--- config.mk ---
export PLATFORM = sky130hd
export DESIGN_NAME = rf_dump_reader
export DESIGN_NICKNAME = d
export VERILOG_FILES = /design/src/rtl/rf_dump_pkg.sv /design/src/rtl/rf_dump_reader.sv
export SDC_FILE = /design/constraint.sdc
export NUM_CORES = 1
export LEC_CHECK = 0
export ABC_CLOCK_PERIOD_IN_PS = 2300
export BUFFER_PORTS_ARGS = -buffer_cell sky130_fd_sc_hd__buf_2
export CAP_MARGIN = 10
export CORE_UTILIZATION = 55
export CTS_BUF_LIST = sky130_fd_sc_hd__clkbuf_8
export CTS_CLUSTER_DIAMETER = 150
export DETAILED_ROUTE_END_ITERATION = 10
export GPL_ROUTABILITY_DRIVEN = 0
export PLACE_DENSITY_LB_ADDON = 0.05
export SLEW_MARGIN = 20
export SYNTH_ARGS = -nofsm -noshare
export SYNTH_HDL_FRONTEND = slang
export SYNTH_SLANG_ARGS = --single-unit
--- constraint.sdc ---
create_clock -name Clock -period 2.3 [get_ports Clock]
set_input_delay 0 -clock Clock [delete_from_list [all_inputs] [get_ports Clock]]
set_output_delay 0 -clock Clock [all_outputs]
set_load 0.005 [all_outputs]
--- src/rtl/rf_dump_pkg.sv ---
// Shared types for the register-file dump reader: FSM states and the
// X/Y/Z beat index used to walk the three bank words of each entry.
package rf_dump_pkg;

  typedef enum logic [2:0] {
    IDLE    = 3'd0,
    ISSUE   = 3'd1,
    CAPTURE = 3'd2,
    EMIT    = 3'd3,
    DONE    = 3'd4
  } state_t;

  typedef logic [1:0] beat_t;

  localparam beat_t BEAT_X = 2'd0;
  localparam beat_t BEAT_Y = 2'd1;
  localparam beat_t BEAT_Z = 2'd2;

endpackage

--- src/rtl/rf_dump_reader.sv ---
// Walks RF entries 0..iLastAddr, reads the X/Y/Z banks of each one and
// streams them out over valid/ready. All outputs come straight from flops.
module rf_dump_reader
  import rf_dump_pkg::*;
#(
  parameter int DATA_WIDTH = 32,
  parameter int ADDR_WIDTH = 5
) (
  input  logic                  Clock,
  input  logic                  Reset,
  input  logic                  iStart,
  input  logic [ADDR_WIDTH-1:0] iLastAddr,
  output logic                  oRfReadEnable,
  output logic [ADDR_WIDTH-1:0] oRfAddr,
  input  logic [DATA_WIDTH-1:0] iRfDataX,
  input  logic [DATA_WIDTH-1:0] iRfDataY,
  input  logic [DATA_WIDTH-1:0] iRfDataZ,
  output logic [DATA_WIDTH-1:0] oData,
  output logic                  oValid,
  input  logic                  iReady,
  output logic                  oLast,
  output logic                  oBusy,
  output logic                  oDone
);

  state_t                state_r, state_s;
  logic [ADDR_WIDTH-1:0] addr_r, addr_s;
  logic [ADDR_WIDTH-1:0] last_r, last_s;
  beat_t                 beat_r, beat_s;
  logic [DATA_WIDTH-1:0] buf_r [0:2];
  logic [DATA_WIDTH-1:0] buf_s [0:2];
  logic                  emit_s;

  function automatic logic [DATA_WIDTH-1:0] pick_beat(
    input logic [DATA_WIDTH-1:0] w0,
    input logic [DATA_WIDTH-1:0] w1,
    input logic [DATA_WIDTH-1:0] w2,
    input beat_t                 sel
  );
    case (sel)
      BEAT_X:  pick_beat = w0;
      BEAT_Y:  pick_beat = w1;
      BEAT_Z:  pick_beat = w2;
      default: pick_beat = {DATA_WIDTH{1'b0}};
    endcase
  endfunction

  // Next-state, address, beat and capture-buffer logic.
  always_comb begin
    state_s = state_r;
    addr_s  = addr_r;
    last_s  = last_r;
    beat_s  = beat_r;
    buf_s   = buf_r;
    case (state_r)
      IDLE: begin
        if (iStart) begin
          state_s = ISSUE;
          addr_s  = {ADDR_WIDTH{1'b0}};
          last_s  = iLastAddr;
        end else begin
          state_s = IDLE;
        end
      end
      ISSUE: state_s = CAPTURE;
      CAPTURE: begin
        buf_s[0] = iRfDataX;
        buf_s[1] = iRfDataY;
        buf_s[2] = iRfDataZ;
        beat_s   = BEAT_X;
        state_s  = EMIT;
      end
      EMIT: begin
        if (!iReady) begin
          state_s = EMIT;
        end else if (beat_r != BEAT_Z) begin
          beat_s = beat_r + 2'd1;
        end else if (addr_r != last_r) begin
          addr_s  = addr_r + ADDR_WIDTH'(1);
          state_s = ISSUE;
        end else begin
          state_s = DONE;
        end
      end
      DONE:    state_s = IDLE;
      default: state_s = IDLE;
    endcase
  end

  assign emit_s = (state_s == EMIT);

  // Core state registers and output flops, driven from next-state values.
  always_ff @(posedge Clock) begin
    if (Reset) begin
      state_r       <= IDLE;
      addr_r        <= {ADDR_WIDTH{1'b0}};
      last_r        <= {ADDR_WIDTH{1'b0}};
      beat_r        <= BEAT_X;
      buf_r[0]      <= {DATA_WIDTH{1'b0}};
      buf_r[1]      <= {DATA_WIDTH{1'b0}};
      buf_r[2]      <= {DATA_WIDTH{1'b0}};
      oRfReadEnable <= 1'b0;
      oRfAddr       <= {ADDR_WIDTH{1'b0}};
      oData         <= {DATA_WIDTH{1'b0}};
      oValid        <= 1'b0;
      oLast         <= 1'b0;
      oBusy         <= 1'b0;
      oDone         <= 1'b0;
    end else begin
      state_r       <= state_s;
      addr_r        <= addr_s;
      last_r        <= last_s;
      beat_r        <= beat_s;
      buf_r         <= buf_s;
      oRfReadEnable <= (state_s == ISSUE);
      oRfAddr       <= addr_s;
      // Outside EMIT the data bus is parked at zero.
      oData         <= emit_s ? pick_beat(buf_s[0], buf_s[1], buf_s[2], beat_s)
                              : {DATA_WIDTH{1'b0}};
      oValid        <= emit_s;
      oLast         <= emit_s && (beat_s == BEAT_Z) && (addr_s == last_s);
      oBusy         <= (state_s != IDLE);
      oDone         <= (state_s == DONE);
    end
  end

endmodule

==> reports/metrics.cfg <==
[outcome]
status = finished, final reports clean

[routing]
drtIter0Drc = 402
drt-met1-wl_mm = 6.69
vias = 5948
wl_met3_um = 914
antenna_left = 0
route.met2.wl_mm = 8.95
wl_mm = 17.1
drc_errors = 0
top_layer_used = met4
dr.pass1.iters = 5
via_per_inst = 5.54
wl_per_cell_um = 15.9

[floorplanning]
start_util_pct = 57.4
ios = 147
die_y_um = 106
fp-row-count = 37
die_area_um2 = 11300
core_area_um2 = 10400
die_width_um = 106

[yosys]
synthDistinctLibCells = 55
synth-xor-area-share_pct = 1.42
synth_flop_cell = dfxtp_1
ys_seq_elements = 148
synth_edf_count = 0
postSynthCellCount = 691
syn_area_per_cell_um2 = 8.66
yosys.area_share.simple_pct = 18.3
muxShareOfSynthArea_pct = 5.88
synth_fa_ha_area_share_pct = 0.628
ys_seq_area_share_pct = 49.5
synth_area_leaders = dfxtp_1 (50%), nand2_1 (9.2%), a21oi_1 (8.5%), mux2i_1 (5.7%), nor2_1 (4.7%)
syn_area_um2 = 5980
async_flop_share_pct = 0
synth_top_family_by_area = compound AO/OA/AOI/OAI gates
synth_top_cell_area_share_pct = 49.5
synth_compound_area_share_pct = 20.1
synth_top_cell_by_area = dfxtp_1
yosysWarnings = 0
synth_fp_nets = 799

[sta]
timing.final.crit_share_pct = 91.5
tightest_slew_ps = 760
finalSetupViolations = 0
worst_slack_ps = 196
clock_skew_ps = 12.1
tns_ps = 0
drv_slew = 0
layout_min_cycle_time_ps = 2100
max_clock_freq_ghz = 0.475
rsz0062_at_grt = no
max_slew_margin_pct = 49.3
hold_viol = 0

[pwr]
p_per_area_nw_per_um2 = 702
leakagePower_nw = 3.61
vdd.ir_drop.worst_v = 0.000461

[setup_path]
slowest_stage = dfxtp_1
start_kind = flop
crit_chain = inv_1, ha_1, and4b_1, o21ai_1, and2_1, buf_6, nand3_1, buf_4, o32ai_1
critPathKind = flop to flop
end_kind = flop
worst_ep_required_time_ps = 2620
critPathMaxStageDelay_ps = 380
cp_max_fo = 16
critPathArrivalTime_ps = 2430
critPathTopFamily = simple AND/OR/NAND/NOR gates
cp_num_buf_inv = 3

[global_route]
grt_pass1_vias = 6135
overflow = 0
grt_max_degree = 100
grt_pass1_wl_mm = 27.7
antenna_found_initial = 0
grtUsageTotal_pct = 31.0

[clock_network]
cts_buffers = 17
clk_pin_slew_ps = 80
cts_buffer_depth = 2
clk_latency_ps = 430
tritoncts = built
clock-sinks = 148
htree_levels = 4
root_buffer = clkbuf_8

[final_layout]
layout_commonest_cell = dfxtp_1
area_growth_pct = 38.9
final_cell_mix = dfxtp_1 (148), nand2_1 (146), buf_2 (145)
final_cell_area_um2 = 8310
drive_above_1_share_pct = 22.5
final_net_count = 1033
stdcell_count = 1074

[place]
dp.cells = 939
numPortBuffers = 146
dp_hpwl_mm = 9.78
place_ws_ps = 153
post_dp_cell_area_um2 = 6820

[worst_hold_path]
hold_class = input pin to flop

[run]
cap_violations = 0

report_power, final:
part	switching (mW)	internal, mW	total (mW)
clock	0.955	1.28	2.24
combinational	0.437	0.409	0.846
sequential	0.0616	2.68	2.75
worst min-delay path, stage by stage:
cell and delay (ps):
buf_2 150, and3_2 250, nor3_2 90
layer usage:
metal  global-route usage, %  vias to the layer above
li1                        -                     2848
met1                    33.6                     2805
met2                    56.3                      242
met3                    6.32                       53
met4                    17.0                        0
met5                       0                        -
cells in the mapped netlist, types with 2 or more instances:
cell type	count
dfxtp_1	148
nand2_1	146
a21oi_1	102
nor2_1	75
mux2i_1	34
a21o_1	32
o32ai_1	31
clkbuf_1	30
buf_2	13
nand3_1	5
nor3_1	5
buf_4	4
nor2b_1	4
a211oi_1	3
and2_1	3
buf_1	3
ha_1	3
o211ai_1	3
xnor2_1	3
xor2_1	3
and4b_1	2
buf_6	2
inv_1	2
nand4_1	2
o21ai_1	2
xor2_2	2
kinds of logic (layout without fill, tap and decap cells):
| group | count (synthesis) | in the layout |
|---|---|---|
| and+or+nand+nor | 256 | 256 |
| AOI/OAI and AO/OA | 187 | 187 |
| DFF | 148 | 148 |
| buffers and inverters | 54 | 300 |
| muxes | 35 | 35 |
| xor gates and xnor gates | 8 | 8 |
| adders and majority gates | 3 | 3 |
| other | 0 | 1 |
final cells by class:
type,count,area [um^2]
multi-input combinational,489,2790
inverter,2,7.51
sequential,148,2960
fill,678,2110
antenna,1,2.50
tap,136,170
timing repair buffer,267,1930
clock buffer,17,234
clock inverter,14,213
path summary, 6_finish.rpt:
path / startpoint / endpoint / slack [ps] / cells after the start
max: beat_r[1] / oData[23] / 200 / 9
min: iReady / oValid / 120 / 3
max reg2reg: beat_r[1] / oData[23] / 200 / 9
min reg2reg: buf_r[88] / buf_r[88] / 460 / 2
through the flow:
step                total power, mW  utilization, %  hold WS (ps)
finish                         5.83            79.7           119
global route                   6.05            79.7           119
CTS                            5.82            79.6          74.4
detailed placement             3.49            65.5           241
global placement               3.46            65.5           238
floorplan                      3.25               -           136
what timing repair did:
item                       4_1_cts  5_1_grt
setup endpoints to repair        0       21
setup buffers                    0        0
hold endpoints to repair       136        0
hold buffers                   103        0
gates resized for setup          0        2
registers in the layout, summed over array words and instances, names as in the netlist, 2 cells and up:
register  flops
buf_r        96
oData        32
addr_r        5
last_r        5
state_r       3
beat_r        2
Power figures use the tool's default switching activity.
